===== config.mk =====
export PLATFORM = sky130hd
export DESIGN_NAME = spike_rate_decoder_flat
export DESIGN_NICKNAME = d
export VERILOG_FILES = /design/src/rtl/spike_codec_pkg.sv /design/src/rtl/spike_rate_decoder_if.sv /design/src/rtl/spike_isi_tracker.sv /design/src/rtl/spike_rate_decoder.sv /design/src/flat_wrapper.sv
export SDC_FILE = /design/constraint.sdc
export NUM_CORES = 1
export LEC_CHECK = 0
export CAP_MARGIN = 20
export CORE_ASPECT_RATIO = 0.6
export CORE_MARGIN = 2
export CORE_UTILIZATION = 35
export CTS_CLUSTER_SIZE = 30
export DETAILED_ROUTE_END_ITERATION = 8
export PLACE_DENSITY = 0.61
export SLEW_MARGIN = 0
export SYNTH_ARGS = -nofsm -noshare
export SYNTH_HDL_FRONTEND = slang
export SYNTH_HIERARCHICAL = 1
export SYNTH_SLANG_ARGS = --single-unit

===== constraint.sdc =====
create_clock -name clk -period 1.7 [get_ports clk]
set_input_delay 0.34 -clock clk [delete_from_list [all_inputs] [get_ports clk]]
set_output_delay 0.34 -clock clk [all_outputs]
set_load 0.01 [all_outputs]

===== src/rtl/spike_codec_pkg.sv =====
// Shared definitions for the spike rate decoder.
//   state_e       : decoder FSM states (idle / counting a window)
//   cnt_width()   : bit width needed to count 0..n-1 (never below 1)
//   rate_result_t : one window result {count, sat, isi_min}. Fields are sized to fixed
//                   maxima so the type can live in a package; users zero-extend into it
//                   and take the low bits back out.
package spike_codec_pkg;

  typedef enum logic [0:0] {
    StIdle  = 1'b0,
    StCount = 1'b1
  } state_e;

  localparam int unsigned MaxCountWidth = 32;
  localparam int unsigned MaxIsiWidth   = 32;

  function automatic int unsigned cnt_width(input int unsigned n);
    return (n < 2) ? 1 : $clog2(n);
  endfunction

  typedef struct packed {
    logic [MaxCountWidth-1:0] count;
    logic                     sat;
    logic [MaxIsiWidth-1:0]   isi_min;
  } rate_result_t;

endpackage


===== src/rtl/spike_rate_decoder_if.sv =====
// Result handshake between the spike rate decoder and its consumer.
//   rate_valid : result register holds an unconsumed result (decoder -> consumer)
//   rate_ready : consumer accepts when rate_valid && rate_ready (consumer -> decoder)
//   rate_count : spike count of the window
//   rate_sat   : count saturated in that window
//   isi_min    : minimum inter-spike interval; only with SPIKE_RATE_DECODER_ISI_EN
interface spike_rate_decoder_if #(
  parameter int unsigned COUNT_WIDTH = 8
`ifdef SPIKE_RATE_DECODER_ISI_EN
  , parameter int unsigned ISI_WIDTH = 9
`endif
);

  logic                   rate_valid;
  logic                   rate_ready;
  logic [COUNT_WIDTH-1:0] rate_count;
  logic                   rate_sat;
`ifdef SPIKE_RATE_DECODER_ISI_EN
  logic [ISI_WIDTH-1:0]   isi_min;
`endif

  modport master (
`ifdef SPIKE_RATE_DECODER_ISI_EN
    output isi_min,
`endif
    output rate_valid,
    output rate_count,
    output rate_sat,
    input  rate_ready
  );

  modport slave (
`ifdef SPIKE_RATE_DECODER_ISI_EN
    input  isi_min,
`endif
    input  rate_valid,
    input  rate_count,
    input  rate_sat,
    output rate_ready
  );

endinterface


===== src/rtl/spike_isi_tracker.sv =====
// Minimum inter-spike interval tracker for one counting window.
//   clk, rst_n  : clock, asynchronous active-low reset
//   active_i    : a window cycle is being counted this clock
//   win_start_i : this clock is the first cycle of a window
//   spike_i     : spike in this clock
//   isi_min_o   : running minimum including this clock's spike; all-ones until two
//                 spikes have been seen in the window. Valid to capture at window end.
module spike_isi_tracker #(
  parameter int unsigned ISI_WIDTH = 9
) (
  input  logic                 clk,
  input  logic                 rst_n,
  input  logic                 active_i,
  input  logic                 win_start_i,
  input  logic                 spike_i,
  output logic [ISI_WIDTH-1:0] isi_min_o
);

  localparam logic [ISI_WIDTH-1:0] IsiOnes = '1;

  // dist_q: clocks elapsed since the last spike, as of the previous clock
  logic [ISI_WIDTH-1:0] dist_q, dist_d;
  logic [ISI_WIDTH-1:0] acc_q, acc_d;
  logic                 seen_q, seen_d;

  logic                 seen_eff;
  logic [ISI_WIDTH-1:0] acc_eff;
  logic [ISI_WIDTH-1:0] interval;
  logic [ISI_WIDTH-1:0] acc_new;

  always_comb begin
    // A new window forgets everything; a spike in its first cycle only starts timing.
    seen_eff = win_start_i ? 1'b0 : seen_q;
    acc_eff  = win_start_i ? IsiOnes : acc_q;
    interval = (dist_q == IsiOnes) ? IsiOnes : dist_q + 1'b1;
    acc_new  = acc_eff;
    if (spike_i && seen_eff && (interval < acc_eff)) begin
      acc_new = interval;
    end
    isi_min_o = acc_new;

    dist_d = dist_q;
    acc_d  = acc_q;
    seen_d = seen_q;
    if (active_i) begin
      acc_d  = acc_new;
      seen_d = seen_eff | spike_i;
      dist_d = spike_i ? '0 : interval;
    end
  end

  always_ff @(posedge clk or negedge rst_n) begin
    if (!rst_n) begin
      dist_q <= '0;
      acc_q  <= IsiOnes;
      seen_q <= 1'b0;
    end else begin
      dist_q <= dist_d;
      acc_q  <= acc_d;
      seen_q <= seen_d;
    end
  end

endmodule


===== src/rtl/spike_rate_decoder.sv =====
// Spike rate decoder: counts spikes over back-to-back windows of WINDOW_CYCLES clocks
// and presents each window's count in a one-entry valid/ready result register.
// Optional feature macro: SPIKE_RATE_DECODER_ISI_EN adds the isi_min result field.
//   clk, rst_n : clock, asynchronous active-low reset
//   enable     : high runs windows; low stops and discards the partial window
//   spike_in   : one spike per high cycle
//   busy       : FSM is counting
//   overrun    : sticky, a result was dropped because the register was full;
//                cleared by reset or a rising edge of enable
//   rate_if    : result handshake (rate_valid/ready/count/sat[/isi_min])
module spike_rate_decoder
  import spike_codec_pkg::*;
#(
  parameter int unsigned WINDOW_CYCLES = 256,
  parameter int unsigned COUNT_WIDTH   = 8,
  parameter int unsigned ISI_WIDTH     = $clog2(WINDOW_CYCLES) + 1
) (
  input  logic clk,
  input  logic rst_n,
  input  logic enable,
  input  logic spike_in,
  output logic busy,
  output logic overrun,
  spike_rate_decoder_if.master rate_if
);

  localparam int unsigned            WinWidth = cnt_width(WINDOW_CYCLES);
  localparam logic [WinWidth-1:0]    WinLast  = WinWidth'(WINDOW_CYCLES - 1);
  localparam logic [COUNT_WIDTH-1:0] CntMax   = '1;
  localparam logic [ISI_WIDTH-1:0]   IsiOnes  = '1;
  localparam rate_result_t ResetResult = '{
    count:   '0,
    sat:     1'b0,
    isi_min: MaxIsiWidth'(IsiOnes)
  };

  state_e                 state_q, state_d;
  logic [WinWidth-1:0]    win_cnt_q, win_cnt_d;
  logic [COUNT_WIDTH-1:0] spk_cnt_q, spk_cnt_d;
  logic                   sat_q, sat_d;
  logic                   enable_q;
  logic                   valid_q, valid_d;
  logic                   overrun_q, overrun_d;
  rate_result_t           result_q, result_d;

  logic                   offer;
  logic                   load;
  logic [COUNT_WIDTH-1:0] spk_final;
  logic                   sat_final;
  logic [ISI_WIDTH-1:0]   isi_final;
  rate_result_t           offer_res;

  always_comb begin
    state_d   = state_q;
    win_cnt_d = win_cnt_q;
    spk_cnt_d = spk_cnt_q;
    sat_d     = sat_q;
    offer     = 1'b0;
    spk_final = spk_cnt_q;
    sat_final = sat_q;

    case (state_q)
      StIdle: begin
        if (enable) begin
          state_d   = StCount;
          win_cnt_d = '0;
          spk_cnt_d = '0;
          sat_d     = 1'b0;
        end
      end
      StCount: begin
        if (!enable) begin
          state_d = StIdle;
        end else begin
          // Count including this cycle's spike; the last window cycle uses it directly.
          if (spike_in) begin
            if (spk_cnt_q == CntMax) begin
              sat_final = 1'b1;
            end else begin
              spk_final = spk_cnt_q + 1'b1;
            end
          end
          if (win_cnt_q == WinLast) begin
            offer     = 1'b1;
            win_cnt_d = '0;
            spk_cnt_d = '0;
            sat_d     = 1'b0;
          end else begin
            win_cnt_d = win_cnt_q + 1'b1;
            spk_cnt_d = spk_final;
            sat_d     = sat_final;
          end
        end
      end
      default: state_d = StIdle;
    endcase
  end

`ifdef SPIKE_RATE_DECODER_ISI_EN
  logic counting;
  logic win_start;

  assign counting  = (state_q == StCount) && enable;
  assign win_start = counting && (win_cnt_q == '0);

  spike_isi_tracker #(
    .ISI_WIDTH (ISI_WIDTH)
  ) u_isi (
    .clk         (clk),
    .rst_n       (rst_n),
    .active_i    (counting),
    .win_start_i (win_start),
    .spike_i     (spike_in),
    .isi_min_o   (isi_final)
  );
`else
  assign isi_final = IsiOnes;
`endif

  always_comb begin
    offer_res = '{
      count:   MaxCountWidth'(spk_final),
      sat:     sat_final,
      isi_min: MaxIsiWidth'(isi_final)
    };
    // Single entry: a new result fits only if the slot is empty or draining this cycle.
    load     = offer && (!valid_q || rate_if.rate_ready);
    result_d = load ? offer_res : result_q;

    valid_d = valid_q;
    if (load) begin
      valid_d = 1'b1;
    end else if (valid_q && rate_if.rate_ready) begin
      valid_d = 1'b0;
    end

    overrun_d = overrun_q;
    if (enable && !enable_q) begin
      overrun_d = 1'b0;
    end else if (offer && !load) begin
      overrun_d = 1'b1;
    end
  end

  always_ff @(posedge clk or negedge rst_n) begin
    if (!rst_n) begin
      state_q   <= StIdle;
      win_cnt_q <= '0;
      spk_cnt_q <= '0;
      sat_q     <= 1'b0;
      enable_q  <= 1'b0;
      valid_q   <= 1'b0;
      overrun_q <= 1'b0;
      result_q  <= ResetResult;
    end else begin
      state_q   <= state_d;
      win_cnt_q <= win_cnt_d;
      spk_cnt_q <= spk_cnt_d;
      sat_q     <= sat_d;
      enable_q  <= enable;
      valid_q   <= valid_d;
      overrun_q <= overrun_d;
      result_q  <= result_d;
    end
  end

  assign busy               = (state_q == StCount);
  assign overrun            = overrun_q;
  assign rate_if.rate_valid = valid_q;
  assign rate_if.rate_count = result_q.count[COUNT_WIDTH-1:0];
  assign rate_if.rate_sat   = result_q.sat;

  logic unused_result;
`ifdef SPIKE_RATE_DECODER_ISI_EN
  assign rate_if.isi_min = result_q.isi_min[ISI_WIDTH-1:0];
  assign unused_result   = ^{result_q.count[MaxCountWidth-1:COUNT_WIDTH],
                             result_q.isi_min[MaxIsiWidth-1:ISI_WIDTH]};
`else
  assign unused_result   = ^{result_q.count[MaxCountWidth-1:COUNT_WIDTH], result_q.isi_min};
`endif

endmodule


===== src/flat_wrapper.sv =====
// flat-port wrapper written by rule: the top's interface ports become plain ports
module spike_rate_decoder_flat import spike_codec_pkg::*;
#(
  parameter int unsigned WINDOW_CYCLES = 256,
  parameter int unsigned COUNT_WIDTH   = 8,
  parameter int unsigned ISI_WIDTH     = $clog2(WINDOW_CYCLES) + 1
)
  (clk, rst_n, enable, spike_in, busy, overrun, rate_if_rate_valid, rate_if_rate_count, rate_if_rate_sat, rate_if_rate_ready);
  spike_rate_decoder_if #(.COUNT_WIDTH(COUNT_WIDTH)) rate_if_i ();
  input  logic clk;
  input  logic rst_n;
  input  logic enable;
  input  logic spike_in;
  output logic busy;
  output logic overrun;
  output wire logic [$bits(rate_if_i.rate_valid)-1:0] rate_if_rate_valid;
  output wire logic [$bits(rate_if_i.rate_count)-1:0] rate_if_rate_count;
  output wire logic [$bits(rate_if_i.rate_sat)-1:0] rate_if_rate_sat;
  input wire logic [$bits(rate_if_i.rate_ready)-1:0] rate_if_rate_ready;
  assign rate_if_rate_valid = rate_if_i.rate_valid;
  assign rate_if_rate_count = rate_if_i.rate_count;
  assign rate_if_rate_sat = rate_if_i.rate_sat;
  assign rate_if_i.rate_ready = rate_if_rate_ready;
  spike_rate_decoder #(.WINDOW_CYCLES(WINDOW_CYCLES), .COUNT_WIDTH(COUNT_WIDTH), .ISI_WIDTH(ISI_WIDTH)) u_core (.clk(clk), .rst_n(rst_n), .enable(enable), .spike_in(spike_in), .busy(busy), .overrun(overrun), .rate_if(rate_if_i));
endmodule

==> impl_summary.txt, run 1 <==
----------------------------------------------------
[Layout]
  Area growth syn-to-layout ... 31.9%
  Final #Nets ... between 200 and 250
  Final instance area ... between 2000 and 2500 sq um
  Fraction of layout instances using a drive strength above 1 ... 0.244
  # fillers ... 396
  Antenna Cells ... 0

[Route]
  Routed wire length ... roughly 3.8 mm
  Number of nets with antenna violations after detailed routing ... 0
  Post-detailed-route wirelength per cell ... 14.6 um
  Overall via count from detail_route ... 1395
  Ratio of routed vias to standard cells ... 5.34
  DRC violations left ... 0
  Detailed Routing Iterations Pass 1 ... 4
  Detailed router's first-iteration violation count ... 90

[Die]
  Die height ... 55.8 um
  Area of the die ... 5040 sq um
  Placeable core area ... 4190 sq um
  Initial Util ... 0.373
  Chip Width ... 90.3 um
  Count of pins on the block boundary ... 17
  Cell row count ... 18

[Worst setup path]
  Critical Path Max Stage Delay ... 570 ps
  Critical path class ... in -> reg
  Maximum fanout count along the critical path ... 6
  Critical path's slowest cell ... sky130_fd_sc_hd__clkdlybuf4s50_1
  Critical path data arrival time ... 1770 ps
  Nature of the critical path endpoint ... register
  Critical path data required time ... 1870 ps
  Worst-path cell chain ... clkdlybuf4s50_1 > and4_1 > a21boi_1 > a21oi_1 > mux2_2
  Count of buffer and inverter cells on the critical path ... 1
  Crit start category ... primary input
  Critical path's top delay family ... buffers and inverters

[Synth]
  Top cell types by occurrence after synthesis ... sky130_fd_sc_hd__dfrtp_1 (29), sky130_fd_sc_hd__a21oi_1 (16), sky130_fd_sc_hd__nand2_1 (13)
  Top flip-flop cell by instance count after synthesis ... sky130_fd_sc_hd__dfrtp_1
  Average instance area after synthesis ... 9.90 sq um
  Total standard cell area after synthesis ... ~1600 sq um
  Share of synthesized flip-flops with an asynchronous set or reset ... 1.00
  Cell type contributing the most total cell area after synthesis ... sky130_fd_sc_hd__dfrtp_1
  Share of the synthesized area in the top cell type ... 0.464
  Most frequently used cell type in the post-synthesis netlist ... sky130_fd_sc_hd__dfrtp_1
  Largest cells by area after synthesis ... sky130_fd_sc_hd__dfrtp_1 (46%), sky130_fd_sc_hd__a21oi_1 (5.1%), sky130_fd_sc_hd__a31oi_1 (4.4%), sky130_fd_sc_hd__mux2i_1 (3.8%), sky130_fd_sc_hd__nand3_1 (3.2%)
  Post-synthesis register bit count ... 29
  Nets in the synthesized netlist ... 165
  Total of warnings raised by yosys ... 6
  Count of distinct cell types in the synthesized netlist ... 39
  EDFF count, synth ... 0
  Part of the Yosys area used for sequential elements ... 0.464
  Gate count of the mapped netlist ... 158

[Global route]
  Number of antenna violations at the first check in global routing ... 0
  First-pass GRT wire length ... between 6 and 7 mm
  GRT Residual Overflow ... 0
  Total global routing track utilization ... 0.164
  Vias in the first global route ... 1388
  Maximum number of pins on one net before global-route repair ... 30

[Timing]
  Slew @ Worst Pin ... between 300 and 400 ps
  Accumulated negative setup slack ... 0 ps
  Headroom to the max-slew limit ... 0.735
  Final worst clock skew ... 5.95 ps
  Count of final max-slew check failures ... 0
  Peak Freq ... 626 MHz
  Final setup viols ... 0
  Final worst path period need ... 1600 ps
  Setup repair after global routing missed its margin ... false
  Final hold violation count ... 0
  Final period utilization ... 0.940

[Pwr]
  Worst VDD drop ... 0.447 mV
  Power density over the cells ... 831 nW/um^2
  Overall power ... 1710 uW
  Static leakage power ... 0.000906 uW

[Clock tree]
  # clock sinks ... 29
  Cts bufs inserted ... 5
  H-tree depth ... 2
  Worst-case clock buffer depth ... 2
  Buffer type at the clock tree root ... sky130_fd_sc_hd__clkbuf_8
  Clock latency at the later pin of the worst-skew pair ... 290 ps
  Clock-pin slew on the worst setup and hold paths ... 60 ps
  Setup bufs post-CTS ... 0
  TritonCTS clock tree ... built

[Place]
  Final weighted congestion in routability-driven placement ... a little over 0.9
  PortBufs ... 16
  Placed inst area ... between 1500 and 2000 sq um
  Placed wire-length estimate after detailed placement ... 2.69 mm

[Hold path]
  Worst Hold Class ... in -> async

[Flow run]
  Max cap viols ... 0

[Status]
  Run status ... completed

----------------------------------------------------
[stage by stage]
stage               hold WS, ps  utilization  instances  setup slack [ps]
floorplan                  44.4            -        158              13.2
global placement            494        0.468        254              -191
detailed placement          501        0.468        254              -197
CTS                         448        0.490        261              41.2
global route                488        0.493        261              5.64
finish                      434        0.493        261               101
[state kept, by name, summed over array words and instances (netlist names)]
signal and flops:
u_core/overrun 1, u_core/rate_if.rate_sat 1, u_core/sat_q 1, u_core/spk_cnt_q 8, u_core/rate_if.rate_valid 1, u_core/rate_if.rate_count 8, u_core/enable_q 1, u_core/win_cnt_q 8
[cells by family after synthesis]
kind of cell	after synthesis	synth area share
buffers and inverters	16	0.0568
DFF	29	0.464
adders and majority gates	2	0.0160
xor gates and xnor gates	1	0.00560
muxes	10	0.0720
and+or+nand+nor	51	0.184
AOI/OAI and AO/OA	49	0.202
[placed cells by master (no fill, tap or decap), drive strengths merged]
master,netlist,routed
buf,7,30
dfrtp,29,29
clkdlybuf4s50,0,16
a21oi,16,16
nand2,13,13
a31oi,11,11
nand3,10,10
o21ai,8,8
nor2,7,7
clkbuf,3,7
inv,6,6
mux2i,6,6
nand4,6,6
and4,4,4
mux2,4,4
and3,3,3
o2bb2ai,3,3
a41oi,3,3
a21o,2,2
nand2b,2,2
o21bai,2,2
ha,2,2
a21boi,2,2
nor3,2,2
nor2b,1,1
nor4,1,1
xnor2,1,1
nand3b,1,1
and2,1,1
a22o,1,1
o41ai,1,1
[where the power goes]
part           internal [uW]  switching (uW)  total (uW)
clock                    320             260         580
combinational            149             159         308
sequential               747            78.9         826
total                   1220             498        1710
[repair_timing]
item                       4_1_cts  5_1_grt
gates resized for setup          1        4
setup endpoints to repair        1       11
pin swaps                        0        1
hold buffers                     0        0
[area by class of cell]
cell class,count,area [sq um],share of cell area
well taps,60,75.1,0.0364
repair buffers,46,389,0.189
inverters,6,22.5,0.0109
clock buffers,7,86.3,0.0418
multi-input cells,113,764,0.371
flip-flops and latches,29,726,0.352
[routing by layer]
layer  routed length (um)  part of all wire  global-route usage
met3                  240             0.063              0.0461
met5                    0                 0                   0
met4                   43             0.011              0.0747
met1                 1890              0.50               0.228
met2                 1640              0.43               0.240
[path summary, 6_finish.rpt]
| kind | startpoint | end | slack (ps) | cells after the start |
|---|---|---|---|---|
| min | rst_n | u_core/enable_q | 430 | 2 |
| max reg2reg | u_core/win_cnt_q[1] | u_core/spk_cnt_q[4] | 120 | 6 |
| max | spike_in | u_core/rate_if.rate_count[3] | 100 | 5 |
| min reg2reg | u_core/rate_if.rate_count[2] | u_core/rate_if.rate_count[2] | 520 | 1 |
| min in group clk | u_core/rate_if.rate_count[2] | u_core/rate_if.rate_count[2] | 520 | 1 |
| max in group asynchronous | rst_n | u_core/rate_if.rate_count[3] | 980 | 2 |
Note: power is estimated with default switching activity, not from simulation.
==> run 2, diff against run 1 <==
--- a/config.mk
+++ b/config.mk
@@ -8,12 +8,11 @@
 export CAP_MARGIN = 20
 export CORE_ASPECT_RATIO = 0.6
 export CORE_MARGIN = 2
-export CORE_UTILIZATION = 35
+export CORE_UTILIZATION = 49
 export CTS_CLUSTER_SIZE = 30
 export DETAILED_ROUTE_END_ITERATION = 8
-export PLACE_DENSITY = 0.61
+export PLACE_DENSITY = 0.79
 export SLEW_MARGIN = 0
 export SYNTH_ARGS = -nofsm -noshare
 export SYNTH_HDL_FRONTEND = slang
-export SYNTH_HIERARCHICAL = 1
 export SYNTH_SLANG_ARGS = --single-unit
==> run 2 against run 1 <==
  * Register-to-register slack lost 40 ps
  * Total power down 12%
  * Die area down 30%
  * Largest power group unchanged
  * Critical endpoint is now busy
  * Global-route usage is 8.2 points higher
  * Utilization rose by 18 points
  * Highest routed layer unchanged
  * Routed wire length down 5.9%
  * Critical path depth is 4 lower
==> impl_summary.txt, run 2 <==
----------------------------------------------------
[Clock tree]
  Worst-case clock buffer depth ... 2
  # clock sinks ... 29
  Cts bufs inserted ... 5
  Clock latency at the later pin of the worst-skew pair ... 280 ps
  TritonCTS clock tree ... built
  Clock-pin slew on the worst setup and hold paths ... ~60 ps
  Buffer type at the clock tree root ... sky130_fd_sc_hd__clkbuf_8
  H-tree depth ... 2

[Worst setup path]
  Crit start category ... register
  Critical path data required time ... about 1400 ps
  Minimum setup slack among reg-to-reg paths ... about 80 ps
  Critical path's top delay family ... buffers and inverters
  Maximum fanout count along the critical path ... 8
  Critical path class ... reg -> out
  Worst-path cell chain ... clkdlybuf4s50_1
  Count of buffer and inverter cells on the critical path ... 1
  Critical path's slowest cell ... sky130_fd_sc_hd__clkdlybuf4s50_1
  Nature of the critical path endpoint ... primary output
  Critical path data arrival time ... 1320 ps
  Critical Path Max Stage Delay ... 570 ps

[Die]
  Chip Width ... 75.1 um
  Die height ... 46.7 um
  Initial Util ... 0.518
  Cell row count ... 15
  Count of pins on the block boundary ... 17
  Area of the die ... 3500 sq um
  Placeable core area ... 2870 sq um

[Global route]
  Total global routing track utilization ... 0.247
  Maximum number of pins on one net before global-route repair ... 30
  Number of antenna violations at the first check in global routing ... 0
  First-pass GRT wire length ... 6.08 mm
  GRT Residual Overflow ... 0
  Global-route track usage on met1 ... 0.351
  Grt met2 use ... 0.354
  Met3 Use GR ... 0.0875
  Vias in the first global route ... between 1000 and 1500
  Top Usage Layer GRT ... met2

[Synth]
  Count of distinct cell types in the synthesized netlist ... 42
  Post-synthesis register bit count ... 29
  Top flip-flop cell by instance count after synthesis ... sky130_fd_sc_hd__dfrtp_1
  Share of the synthesized area in the top cell type ... 0.488
  Nets in the synthesized netlist ... about 160
  Share of synthesized flip-flops with an asynchronous set or reset ... 1.00
  Most frequently used cell type in the post-synthesis netlist ... sky130_fd_sc_hd__dfrtp_1
  Total of warnings raised by yosys ... 0
  Cell type contributing the most total cell area after synthesis ... sky130_fd_sc_hd__dfrtp_1
  Largest cells by area after synthesis ... sky130_fd_sc_hd__dfrtp_1 (49%), sky130_fd_sc_hd__o21ai_0 (4.4%), sky130_fd_sc_hd__nand2_1 (4.0%), sky130_fd_sc_hd__a21oi_1 (2.7%), sky130_fd_sc_hd__nand3_1 (2.7%)
  EDFF count, synth ... 0
  Total standard cell area after synthesis ... 1490 sq um
  Average instance area after synthesis ... 9.98 sq um
  Top cell types by occurrence after synthesis ... sky130_fd_sc_hd__dfrtp_1 (29), sky130_fd_sc_hd__nand2_1 (16), sky130_fd_sc_hd__o21ai_0 (13)
  Gate count of the mapped netlist ... roughly 150
  Part of the Yosys area used for sequential elements ... 0.488

[Timing]
  Headroom to the max-slew limit ... 0.751
  Slew @ Worst Pin ... ~370 ps
  Peak Freq ... 602 MHz
  Final period utilization ... 0.977
  Final worst clock skew ... 2.93 ps
  Final WS setup ... 39.4 ps
  Setup repair after global routing missed its margin ... false
  Final worst path period need ... 1660 ps
  Final hold violation count ... 0
  Final setup viols ... 0
  Count of final max-slew check failures ... 0

[Hold path]
  Worst Hold Class ... in -> async

[Flow run]
  Max cap viols ... 0

[Route]
  DRC violations left ... 0
  Routed wire length ... 3.59 mm
  Overall via count from detail_route ... ~1300
  Ratio of routed vias to standard cells ... between 5 and 6
  Post-detailed-route wirelength per cell ... 15.8 um
  Detailed Routing Iterations Pass 1 ... 4
  Detailed router's first-iteration violation count ... 94
  Number of nets with antenna violations after detailed routing ... 0

[Layout]
  Commonest non-fill, non-tap cells in the layout ... sky130_fd_sc_hd__dfrtp_1 (28), sky130_fd_sc_hd__nand2_1 (16), sky130_fd_sc_hd__clkdlybuf4s50_1 (16), sky130_fd_sc_hd__buf_4 (16), sky130_fd_sc_hd__o21ai_0 (13)
  Final #Nets ... 192
  # fillers ... 216
  Fraction of layout instances using a drive strength above 1 ... 0.205
  Sequential cell area in the final layout ... 727 sq um
  Multi-input gate area ... 724 sq um
  Most common cell after layout, fill and taps aside ... sky130_fd_sc_hd__dfrtp_1
  Area growth syn-to-layout ... 29.8%
  Antenna Cells ... 0

[Pwr]
  Power density over the cells ... 781 nW/um^2
  Overall power ... 1510 uW
  Static leakage power ... about 0.00082 uW
  Worst VDD drop ... 0.537 mV

[Place]
  PortBufs ... 16
  Placed wire-length estimate after detailed placement ... roughly 2.7 mm
  Final weighted congestion in routability-driven placement ... ~0.85
  Worst setup timing slack at the placement stage ... -144 ps

[Status]
  Run status ... completed

----------------------------------------------------
[run 2: cell types whose count changed in the layout (fill, tap and decap cells not counted), moves of 3 or more]
cell                      change
sky130_fd_sc_hd__buf_4       -13
sky130_fd_sc_hd__a21oi_1      -8
sky130_fd_sc_hd__o21ai_0      +6
sky130_fd_sc_hd__a31oi_1      -5
sky130_fd_sc_hd__mux2i_1      -4
sky130_fd_sc_hd__and3_2       +3
sky130_fd_sc_hd__nand2_1      +3
sky130_fd_sc_hd__nor3_1       +3
sky130_fd_sc_hd__xor2_1       +3
[run 2: logic make-up (layout without fill, tap and decap cells)]
kind of cell / count (synthesis) / count (layout) / synth area share
simple gates: 55 / 55 / 0.209
compound gates: 45 / 45 / 0.207
flops: 29 / 29 / 0.488
buf+inv: 10 / 46 / 0.0286
xor+xnor: 5 / 5 / 0.0295
mux: 3 / 3 / 0.0210
fa+ha+maj: 2 / 2 / 0.0168
[run 2: layer usage]
metal  up-vias  part of all wire  wire length [um]
met5         -                 0                 0
met4         0            0.0092                33
met3         3             0.081               291
met2        40              0.43              1540
met1       619              0.48              1720
li1        631                 -                 -
[run 2: stage by stage]
stage	cells	hold WS [ps]	area, sq um	utilization	setup TNS [ps]
global route	227	475	1930	0.672	0
CTS	227	453	1920	0.670	0
floorplan	149	44.4	1490	-	0
detailed placement	220	467	1840	0.639	-849
global placement	220	460	1840	0.639	-367
finish	227	445	1930	0.672	0
[run 2: path summary, 6_finish.rpt]
path,from,endpoint,cells after the start
setup / recovery,u_core.enable_q,busy,1
hold / removal,rst_n,u_core.rate_if.rate_valid,2
setup reg to reg,u_core.win_cnt_q[1],u_core.rate_if.rate_sat,7
hold reg to reg,u_core.rate_if.rate_count[1],u_core.rate_if.rate_count[1],2
max in group asynchronous,rst_n,u_core.enable_q,2
min in group clk,u_core.rate_if.rate_count[1],u_core.rate_if.rate_count[1],2
[run 2: area by class of cell]
class | count | area share
clock buffer | 7 | 0.0447
inverter | 5 | 0.00973
multi-input combinational | 110 | 0.375
sequential | 29 | 0.377
tap | 42 | 0.0272
timing repair buffer | 34 | 0.166
[run 2: repair_timing]
item,in CTS,in global routing
buffers inserted,0,0
pin swaps,0,0
gates resized for setup,1,3
hold buffers,0,0
setup endpoints to repair,1,6
[run 2: where the power goes]
group          leakage (uW)  switching [uW]  internal, uW  total, uW
clock             0.0000443             250           320        571
sequential         0.000397            34.5           721        755
combinational      0.000378            92.1          89.0        181
total              0.000819             377          1130       1510
==> run 3, diff against run 2 <==
--- a/config.mk
+++ b/config.mk
@@ -5,6 +5,7 @@
 export SDC_FILE = /design/constraint.sdc
 export NUM_CORES = 1
 export LEC_CHECK = 0
+export ABC_AREA = 0
 export CAP_MARGIN = 20
 export CORE_ASPECT_RATIO = 0.6
 export CORE_MARGIN = 2
==> results of run 3 <==
Same layout as run 2: the final DEF is identical, and so are final timing and power.
